### config.mk
export PLATFORM = sky130hd
export DESIGN_NAME = load_ab_pingpong
export DESIGN_NICKNAME = d
export VERILOG_FILES = /design/src/rtl/load_ab_pkg.sv /design/src/rtl/pp_bank_ram.sv /design/src/rtl/sync_fifo.sv /design/src/rtl/load_ab_pingpong.sv
export SDC_FILE = /design/constraint.sdc
export NUM_CORES = 2
export LEC_CHECK = 0
export CAP_MARGIN = 20
export CORE_ASPECT_RATIO = 1.4
export CORE_MARGIN = 2
export CORE_UTILIZATION = 30
export DETAILED_ROUTE_END_ITERATION = 16
export PLACE_DENSITY = 0.58
export SLEW_MARGIN = 15
export SYNTH_ARGS = -nofsm -noshare
export SYNTH_HDL_FRONTEND = slang
export SYNTH_SLANG_ARGS = --single-unit
export TNS_END_PERCENT = 5
### constraint.sdc
create_clock -name clk -period 8.45 [get_ports clk]
set_input_delay 1.69 -clock clk [delete_from_list [all_inputs] [get_ports clk]]
set_output_delay 1.69 -clock clk [all_outputs]
set_load 0.01 [all_outputs]
### src/rtl/load_ab_pkg.sv
// Shared types and default sizing for the per-PE ping-pong A/B operand loader.
package load_ab_pkg;
  localparam int D_WIDTH_DEF   = 64;
  localparam int PART_MAX_DEF  = 16;
  localparam int CNT_WIDTH_DEF = 16;
  localparam int PART_W        = $clog2(PART_MAX_DEF);

  typedef enum logic { EMPTY = 1'b0, FULL = 1'b1 } bank_state_t;

  typedef enum logic [1:0] {
    RD_IDLE   = 2'd0,
    RD_WAIT_B = 2'd1,
    RD_SWEEP  = 2'd2
  } rd_state_t;

  typedef struct packed {
    logic [D_WIDTH_DEF-1:0] a;
    logic [D_WIDTH_DEF-1:0] b;
    logic                   last;
  } pair_t;
endpackage

### src/rtl/pp_bank_ram.sv
// Two-bank A slice store, addr = {bank, idx}, simple dual port.
// Latency: read data registered, valid the cycle after re.
// Backpressure: none; the caller only reads what it can absorb.
module pp_bank_ram #(
  parameter int D_WIDTH  = 64,
  parameter int PART_MAX = 16,
  parameter int AW       = $clog2(PART_MAX) + 1
) (
  input  logic               clk,
  input  logic               we,
  input  logic [AW-1:0]      waddr,
  input  logic [D_WIDTH-1:0] wdata,
  input  logic               re,
  input  logic [AW-1:0]      raddr,
  output logic [D_WIDTH-1:0] rdata
);
  logic [D_WIDTH-1:0] mem [2*PART_MAX];

  always_ff @(posedge clk) begin
    if (we) mem[waddr] <= wdata;
    if (re) rdata <= mem[raddr];
  end
endmodule

### src/rtl/sync_fifo.sv
// Small generic synchronous FIFO; DEPTH must be a power of two.
// Latency: a pushed entry is visible at the output the next cycle.
// Backpressure: the producer watches count; a push into a full FIFO is dropped unless a pop frees a slot.
module sync_fifo #(
  parameter int WIDTH = 8,
  parameter int DEPTH = 2,
  parameter int CW    = $clog2(DEPTH + 1)
) (
  input  logic             clk,
  input  logic             rst,
  input  logic             in_vld,
  input  logic [WIDTH-1:0] in_dat,
  output logic             out_vld,
  input  logic             out_rdy,
  output logic [WIDTH-1:0] out_dat,
  output logic [CW-1:0]    count
);
  localparam int PW = (DEPTH > 1) ? $clog2(DEPTH) : 1;

  logic [WIDTH-1:0] mem [DEPTH];
  logic [PW-1:0]    wptr, rptr;
  logic             push, pop;

  assign out_vld = (count != '0);
  assign out_dat = mem[rptr];
  assign pop     = out_vld && out_rdy;
  assign push    = in_vld && ((count != CW'(DEPTH)) || pop);

  always_ff @(posedge clk) begin
    if (rst) begin
      for (int i = 0; i < DEPTH; i++) mem[i] <= '0;
      wptr  <= '0;
      rptr  <= '0;
      count <= '0;
    end else begin
      if (push) begin
        mem[wptr] <= in_dat;
        wptr      <= wptr + PW'(1);
      end
      if (pop) rptr <= rptr + PW'(1);
      count <= count + CW'(push) - CW'(pop);
    end
  end
endmodule

### src/rtl/load_ab_pingpong.sv
// Per-PE loader: captures this PE's A slice into a ping-pong bank and replays it against every B word.
// Latency: B accepted at t gives the first pair at t+2, then one pair per cycle.
// Backpressure: issue stalls on a full 2-entry output skid; A stalls when the load bank is full.
module load_ab_pingpong
  import load_ab_pkg::*;
#(
  parameter int D_WIDTH   = D_WIDTH_DEF,
  parameter int PART_MAX  = PART_MAX_DEF,
  parameter int CNT_WIDTH = CNT_WIDTH_DEF
) (
  input  logic                        clk,
  input  logic                        rst,
  input  logic                        cfg_we,
  input  logic [CNT_WIDTH-1:0]        cfg_a_total,
  input  logic [$clog2(PART_MAX):0]   cfg_a_part,
  input  logic [CNT_WIDTH-1:0]        cfg_a_base,
  input  logic [CNT_WIDTH-1:0]        cfg_b_count,
  output logic                        idle,
  input  logic                        a_valid,
  output logic                        a_ready,
  input  logic [D_WIDTH-1:0]          a_data,
  input  logic                        b_valid,
  output logic                        b_ready,
  input  logic [D_WIDTH-1:0]          b_data,
  output logic                        m_valid,
  input  logic                        m_ready,
  output logic [D_WIDTH-1:0]          m_a,
  output logic [D_WIDTH-1:0]          m_b,
  output logic                        m_last
);
  localparam int KW = $clog2(PART_MAX);

  logic                 cfg_ok;
  logic [CNT_WIDTH-1:0] a_total_q, a_base_q, b_count_q;
  logic [KW:0]          part_q, part_in;

  bank_state_t          bank_st [2];
  logic                 load_sel, rd_bank, rd_full, swap, release_bank;
  logic [CNT_WIDTH-1:0] a_idx;
  logic                 a_hs, a_own, a_last;

  rd_state_t            state, state_nxt;
  logic [KW-1:0]        k_q, cur_k;
  logic [CNT_WIDTH-1:0] b_cnt;
  logic                 start, issue, k_last, b_last, space, pop;
  logic [D_WIDTH-1:0]   b_hold, ram_rdata, pend_b;
  logic                 pend, pend_last;
  logic [2:0]           occ;

  pair_t                fifo_in, fifo_out;
  logic [1:0]           fifo_cnt;

  // Out-of-range slice lengths mean "use the whole bank".
  assign part_in = (cfg_a_part == '0 || cfg_a_part > (KW+1)'(PART_MAX)) ? (KW+1)'(PART_MAX) : cfg_a_part;

  assign idle = (bank_st[0] == EMPTY) && (bank_st[1] == EMPTY) && (a_idx == '0) && !pend && (fifo_cnt == '0);

  always_ff @(posedge clk) begin
    if (rst) begin
      cfg_ok    <= 1'b0;
      a_total_q <= '0;
      a_base_q  <= '0;
      b_count_q <= '0;
      part_q    <= '0;
    end else if (cfg_we && idle) begin
      cfg_ok    <= 1'b1;
      a_total_q <= cfg_a_total;
      a_base_q  <= cfg_a_base;
      b_count_q <= cfg_b_count;
      part_q    <= part_in;
    end
  end

  assign rd_bank = ~load_sel;
  assign rd_full = (bank_st[rd_bank] == FULL);
  assign a_ready = cfg_ok && (bank_st[load_sel] == EMPTY);
  assign a_hs    = a_valid && a_ready;
  assign a_own   = (a_idx >= a_base_q) &&
                   ({1'b0, a_idx} < {1'b0, a_base_q} + (CNT_WIDTH+1)'(part_q));
  assign a_last  = (a_idx == a_total_q - CNT_WIDTH'(1));
  assign swap    = (bank_st[load_sel] == FULL) && !rd_full;

  always_ff @(posedge clk) begin
    if (rst) begin
      bank_st[0] <= EMPTY;
      bank_st[1] <= EMPTY;
      load_sel   <= 1'b0;
      a_idx      <= '0;
    end else begin
      if (a_hs) begin
        if (a_last) begin
          a_idx             <= '0;
          bank_st[load_sel] <= FULL;
        end else begin
          a_idx <= a_idx + CNT_WIDTH'(1);
        end
      end
      if (release_bank) bank_st[rd_bank] <= EMPTY;
      if (swap) load_sel <= ~load_sel;
    end
  end

  // Pairs already committed (skid + RAM read in flight) must leave room for one more.
  assign pop   = m_valid && m_ready;
  assign occ   = {1'b0, fifo_cnt} + {2'b0, pend} - {2'b0, pop};
  assign space = (occ < 3'd2);

  always_ff @(posedge clk) begin
    if (rst) state <= RD_IDLE;
    else     state <= state_nxt;
  end

  always_comb begin
    state_nxt = state;
    if (issue) begin
      if (!k_last)     state_nxt = RD_SWEEP;
      else if (b_last) state_nxt = RD_IDLE;
      else             state_nxt = RD_WAIT_B;
    end else if (state == RD_IDLE && rd_full) begin
      state_nxt = RD_WAIT_B;
    end
  end

  always_comb begin
    cur_k        = (state == RD_SWEEP) ? k_q : '0;
    start        = (state != RD_SWEEP) && rd_full && b_valid && space;
    issue        = start || ((state == RD_SWEEP) && space);
    k_last       = ((KW+1)'(cur_k) == part_q - (KW+1)'(1));
    b_last       = (b_cnt == b_count_q - CNT_WIDTH'(1));
    release_bank = issue && k_last && b_last;
    b_ready      = start;
  end

  always_ff @(posedge clk) begin
    if (rst) begin
      k_q       <= '0;
      b_cnt     <= '0;
      b_hold    <= '0;
      pend      <= 1'b0;
      pend_b    <= '0;
      pend_last <= 1'b0;
    end else begin
      pend <= issue;
      if (start) b_hold <= b_data;
      if (issue) begin
        pend_b    <= start ? b_data : b_hold;
        pend_last <= release_bank;
        if (k_last) begin
          k_q   <= '0;
          b_cnt <= b_last ? '0 : b_cnt + CNT_WIDTH'(1);
        end else begin
          k_q <= cur_k + KW'(1);
        end
      end
    end
  end

  pp_bank_ram #(.D_WIDTH(D_WIDTH), .PART_MAX(PART_MAX)) u_ram (
    .clk   (clk),
    .we    (a_hs && a_own),
    .waddr ({load_sel, KW'(a_idx - a_base_q)}),
    .wdata (a_data),
    .re    (issue),
    .raddr ({rd_bank, cur_k}),
    .rdata (ram_rdata)
  );

  assign fifo_in = '{a: ram_rdata, b: pend_b, last: pend_last};

  sync_fifo #(.WIDTH($bits(pair_t)), .DEPTH(2)) u_skid (
    .clk     (clk),
    .rst     (rst),
    .in_vld  (pend),
    .in_dat  (fifo_in),
    .out_vld (m_valid),
    .out_rdy (m_ready),
    .out_dat (fifo_out),
    .count   (fifo_cnt)
  );

  assign m_a    = fifo_out.a;
  assign m_b    = fifo_out.b;
  assign m_last = fifo_out.last;
endmodule
==> impl_metrics.json <==
{
  "finalClockSkew_ns": 0.09080,
  "cts_max_level": 4,
  "crit_fanout": 3,
  "cts_setup_buffers": 0,
  "crit_type": "in -> out",
  "ys_seq_area_share_pct": 73.96,
  "numPortBuffers": 319,
  "dp.cells": 11660,
  "power.density_nw_per_um2": 233.7,
  "min_path_type": "reg -> reg",
  "cts_inserted_buffers": 236,
  "setup_violations": 0,
  "finalCritPeriodShare_pct": 72.63,
  "crit_chain": "clkdlybuf4s50_1 > and2_1 > ha_1 > inv_1 > nand2_1 > fa_1 > xnor2_1 > nand4_1 > nor2_4 > clkdlybuf4s50_1",
  "hold_viol": 0,
  "required_ns": 6.76,
  "final.setup.tns_ns": 0,
  "arrival_ns": 4.45,
  "r2r_slack_ns": 2.74,
  "ant_nets": 0,
  "start_kind": "input pin",
  "via_per_inst": 5.262,
  "routed.top_layer": "met5",
  "ioPinCount": 320,
  "cts.repair.resized": 0,
  "die_w_um": 498.0,
  "drt-met1-wl_um": 117100,
  "yosysWarnings": 0,
  "min_from": "a_base_q[12]$_SDFFE_PP0P_",
  "drc": 0,
  "ir_drop_v": 0.0001929,
  "avgSynthCellArea_um2": 14.10,
  "clockBufferDepth": 4,
  "syn-num-nets": 7505,
  "r2r-end": "u_ram.mem[0][29]$_DFFE_PP_",
  "cts.sinks": 2601,
  "start_util_pct": 30.17,
  "synth_cell_types": 64,
  "slowest_stage": "clkdlybuf4s50_1",
  "cpPeakStageDelay_ns": 0.56,
  "wl_met3_um": 18830,
  "clock.fmax_mhz": 162.9,
  "die_h_um": 695.6,
  "dominantRegCellSynth": "edfxtp_1",
  "cp.depth": 10,
  "grt_pass1_vias": 62630,
  "endpoint_kind": "output port",
  "syn_area_um2": 102500,
  "fillers": 32290,
  "grt_use_total_pct": 16.36,
  "layout.cells.non_filler": 12100,
  "rsz0062_at_grt": "no",
  "async_flop_share_pct": 0,
  "slew_headroom_pct": 25.64,
  "hold_end": "a_base_q[12]$_SDFFE_PP0P_",
  "die-area_um2": 346400,
  "leakagePower_nw": 37.95,
  "wl_um": 295400,
  "vias": 63670,
  "crit_family": "buffers and inverters",
  "nets": 7679,
  "crit-reg2reg-launch": "part_q[0]$_SDFFE_PP0P_",
  "wl_per_cell_um": 24.41,
  "drt_iter0_markers": 6571,
  "antenna_found_initial": 31,
  "ys_ff_latch": 2601,
  "gp_congestion": 0.8096,
  "fp-row-count": 253,
  "cts_tree": "yes",
  "grt_pass1_wl_um": 428200,
  "core_um2": 339700,
  "drv_slew": 0,
  "worst_pin_slew_ns": 1.115,
  "wl_met2_um": 148800,
  "grt_max_degree": 194,
  "r2r_cells": 19,
  "finalCriticalPeriod_ns": 6.138,
  "startpoint": "m_ready",
  "overflow": 0,
  "drive_gt1_share_pct": 9.519,
  "cts_hold_buf": 0,
  "cp_common_cell": "clkdlybuf4s50_1",
  "synth_edf_count": 2370,
  "cts_root_buf": "clkbuf_16",
  "cap_violations": 0,
  "cts.clk_slew.worst_paths_ns": 0.06,
  "worstHoldPathCells": 2,
  "status": "complete, no violations",
  "dr.pass1.iters": 6,
  "dp_hpwl_um": 165700,
  "insertion_delay_ns": 0.93,
  "syn_to_final_growth_pct": 15.61,
  "synth_cells": 7268,
  "cp.buffers_inverters": 3
}
## tightest hold or removal path, stage by stage (launching register included)
cell and delay (ns):
dfxtp_1 0.33, nand2_1 0.06, a21oi_1 0.05
## worst max-delay path by stage
stage / to
detailed placement: b_ready
global route: b_ready
CTS: b_ready
finish: b_ready
floorplan: u_skid.mem[0][0]$_SDFFCE_PN0P_
global placement: b_ready
## state kept, by name, indices dropped and copies added (netlist names), 64 cells and up, named ones only
name and cells:
b_hold 64, u_ram.mem 2048, u_ram.rdata 64, u_skid.mem 258
pend_b 64
## power by group
group	leakage (nW)	switching (mW)	internal (mW)	total (mW)
registers	23.5	0.185	14.2	14.4
logic	10.7	1.54	0.961	2.50
clock network	3.71	4.74	6.02	10.8
total	37.9	6.47	21.2	27.7
## per-layer routing
metal	up-vias	global-route usage [%]
li1	28220	-
met3	481	2.453
met4	12	5.977
met1	32480	20.41
met2	2474	28.61
met5	-	0
## placed cells by master, fill, tap and decap left out, types with 35 or more instances in the layout
master,n
a211oi_1,68
a311o_1,64
o221ai_1,512
dfxtp_1,229
clkbuf_1,54
mux2i_1,70
and3_1,72
nor2_1,192
nand3_1,790
clkdlybuf4s50_1,296
clkbuf_16,242
ha_1,47
inv_1,40
clkinv_1,42
buf_4,154
a311oi_1,127
edfxtp_1,2370
nand2_1,1151
mux2_2,130
xnor2_1,64
a21oi_1,213
o31ai_1,67
clkinv_2,35
and2_1,261
## logic make-up after synthesis
| group | synth area share [%] |
|---|---|
| simple gates | 11.74 |
| flops | 73.96 |
| compound gates | 8.422 |
| buf+inv | 2.266 |
| mux | 2.112 |
| xor+xnor | 0.8680 |
| fa+ha+maj | 0.6324 |
## metrics by stage
step                power (mW)  worst slack, ns  hold WS, ns  utilization, %  cell area [um^2]
floorplan                15.95          0.02754       0.4357               -            102500
global placement         17.19            2.249       0.4664           32.63            110800
detailed placement       17.23            2.304       0.4711           32.64            110900
CTS                      27.94            2.298       0.4858           34.88            118500
global route             28.55            2.158       0.5008           34.88            118500
finish                   27.68            2.312       0.4826           34.88            118500
## synth_stat cells (all sizes together), types with 6 or more instances
| cell type | n | area share (%) |
|---|---|---|
| dfxtp | 231 | 4.5 |
| mux2i | 70 | 0.68 |
| inv | 43 | 0.16 |
| a311oi | 128 | 1.1 |
| and3 | 72 | 0.44 |
| nand2 | 1154 | 4.2 |
| nand3b | 8 | 0.059 |
| xnor2 | 64 | 0.55 |
| mux2 | 130 | 1.4 |
| and2 | 263 | 1.6 |
| nand3 | 790 | 3.9 |
| or4 | 6 | 0.051 |
| xor2 | 35 | 0.30 |
| a211oi | 68 | 0.50 |
| ha | 47 | 0.57 |
| nor2 | 203 | 0.77 |
| o21ai | 9 | 0.044 |
| buf | 65 | 0.29 |
| a311o | 64 | 0.63 |
| or3 | 13 | 0.079 |
| o31ai | 67 | 0.49 |
| clkbuf | 494 | 1.8 |
| nor3 | 50 | 0.25 |
| edfxtp | 2370 | 69 |
| o221ai | 512 | 4.4 |
| nand4 | 17 | 0.10 |
| nor4 | 16 | 0.10 |
| a21oi | 213 | 1.0 |
| a21o | 14 | 0.10 |
## layout make-up
class	count	area, um^2	share of cell area, %
Clock buffer	302	6341	5.352
Clock inverter	121	1269	1.071
Tap cell	4462	5583	4.712
Sequential cell	2601	75800	63.97
Inverter	45	201.4	0.1700
Timing Repair Buffer	495	4647	3.922
Antenna cell	11	27.53	0.02323
Multi-Input combinational cell	4063	24620	20.78
No activity file was read; power rests on OpenSTA's default activity.
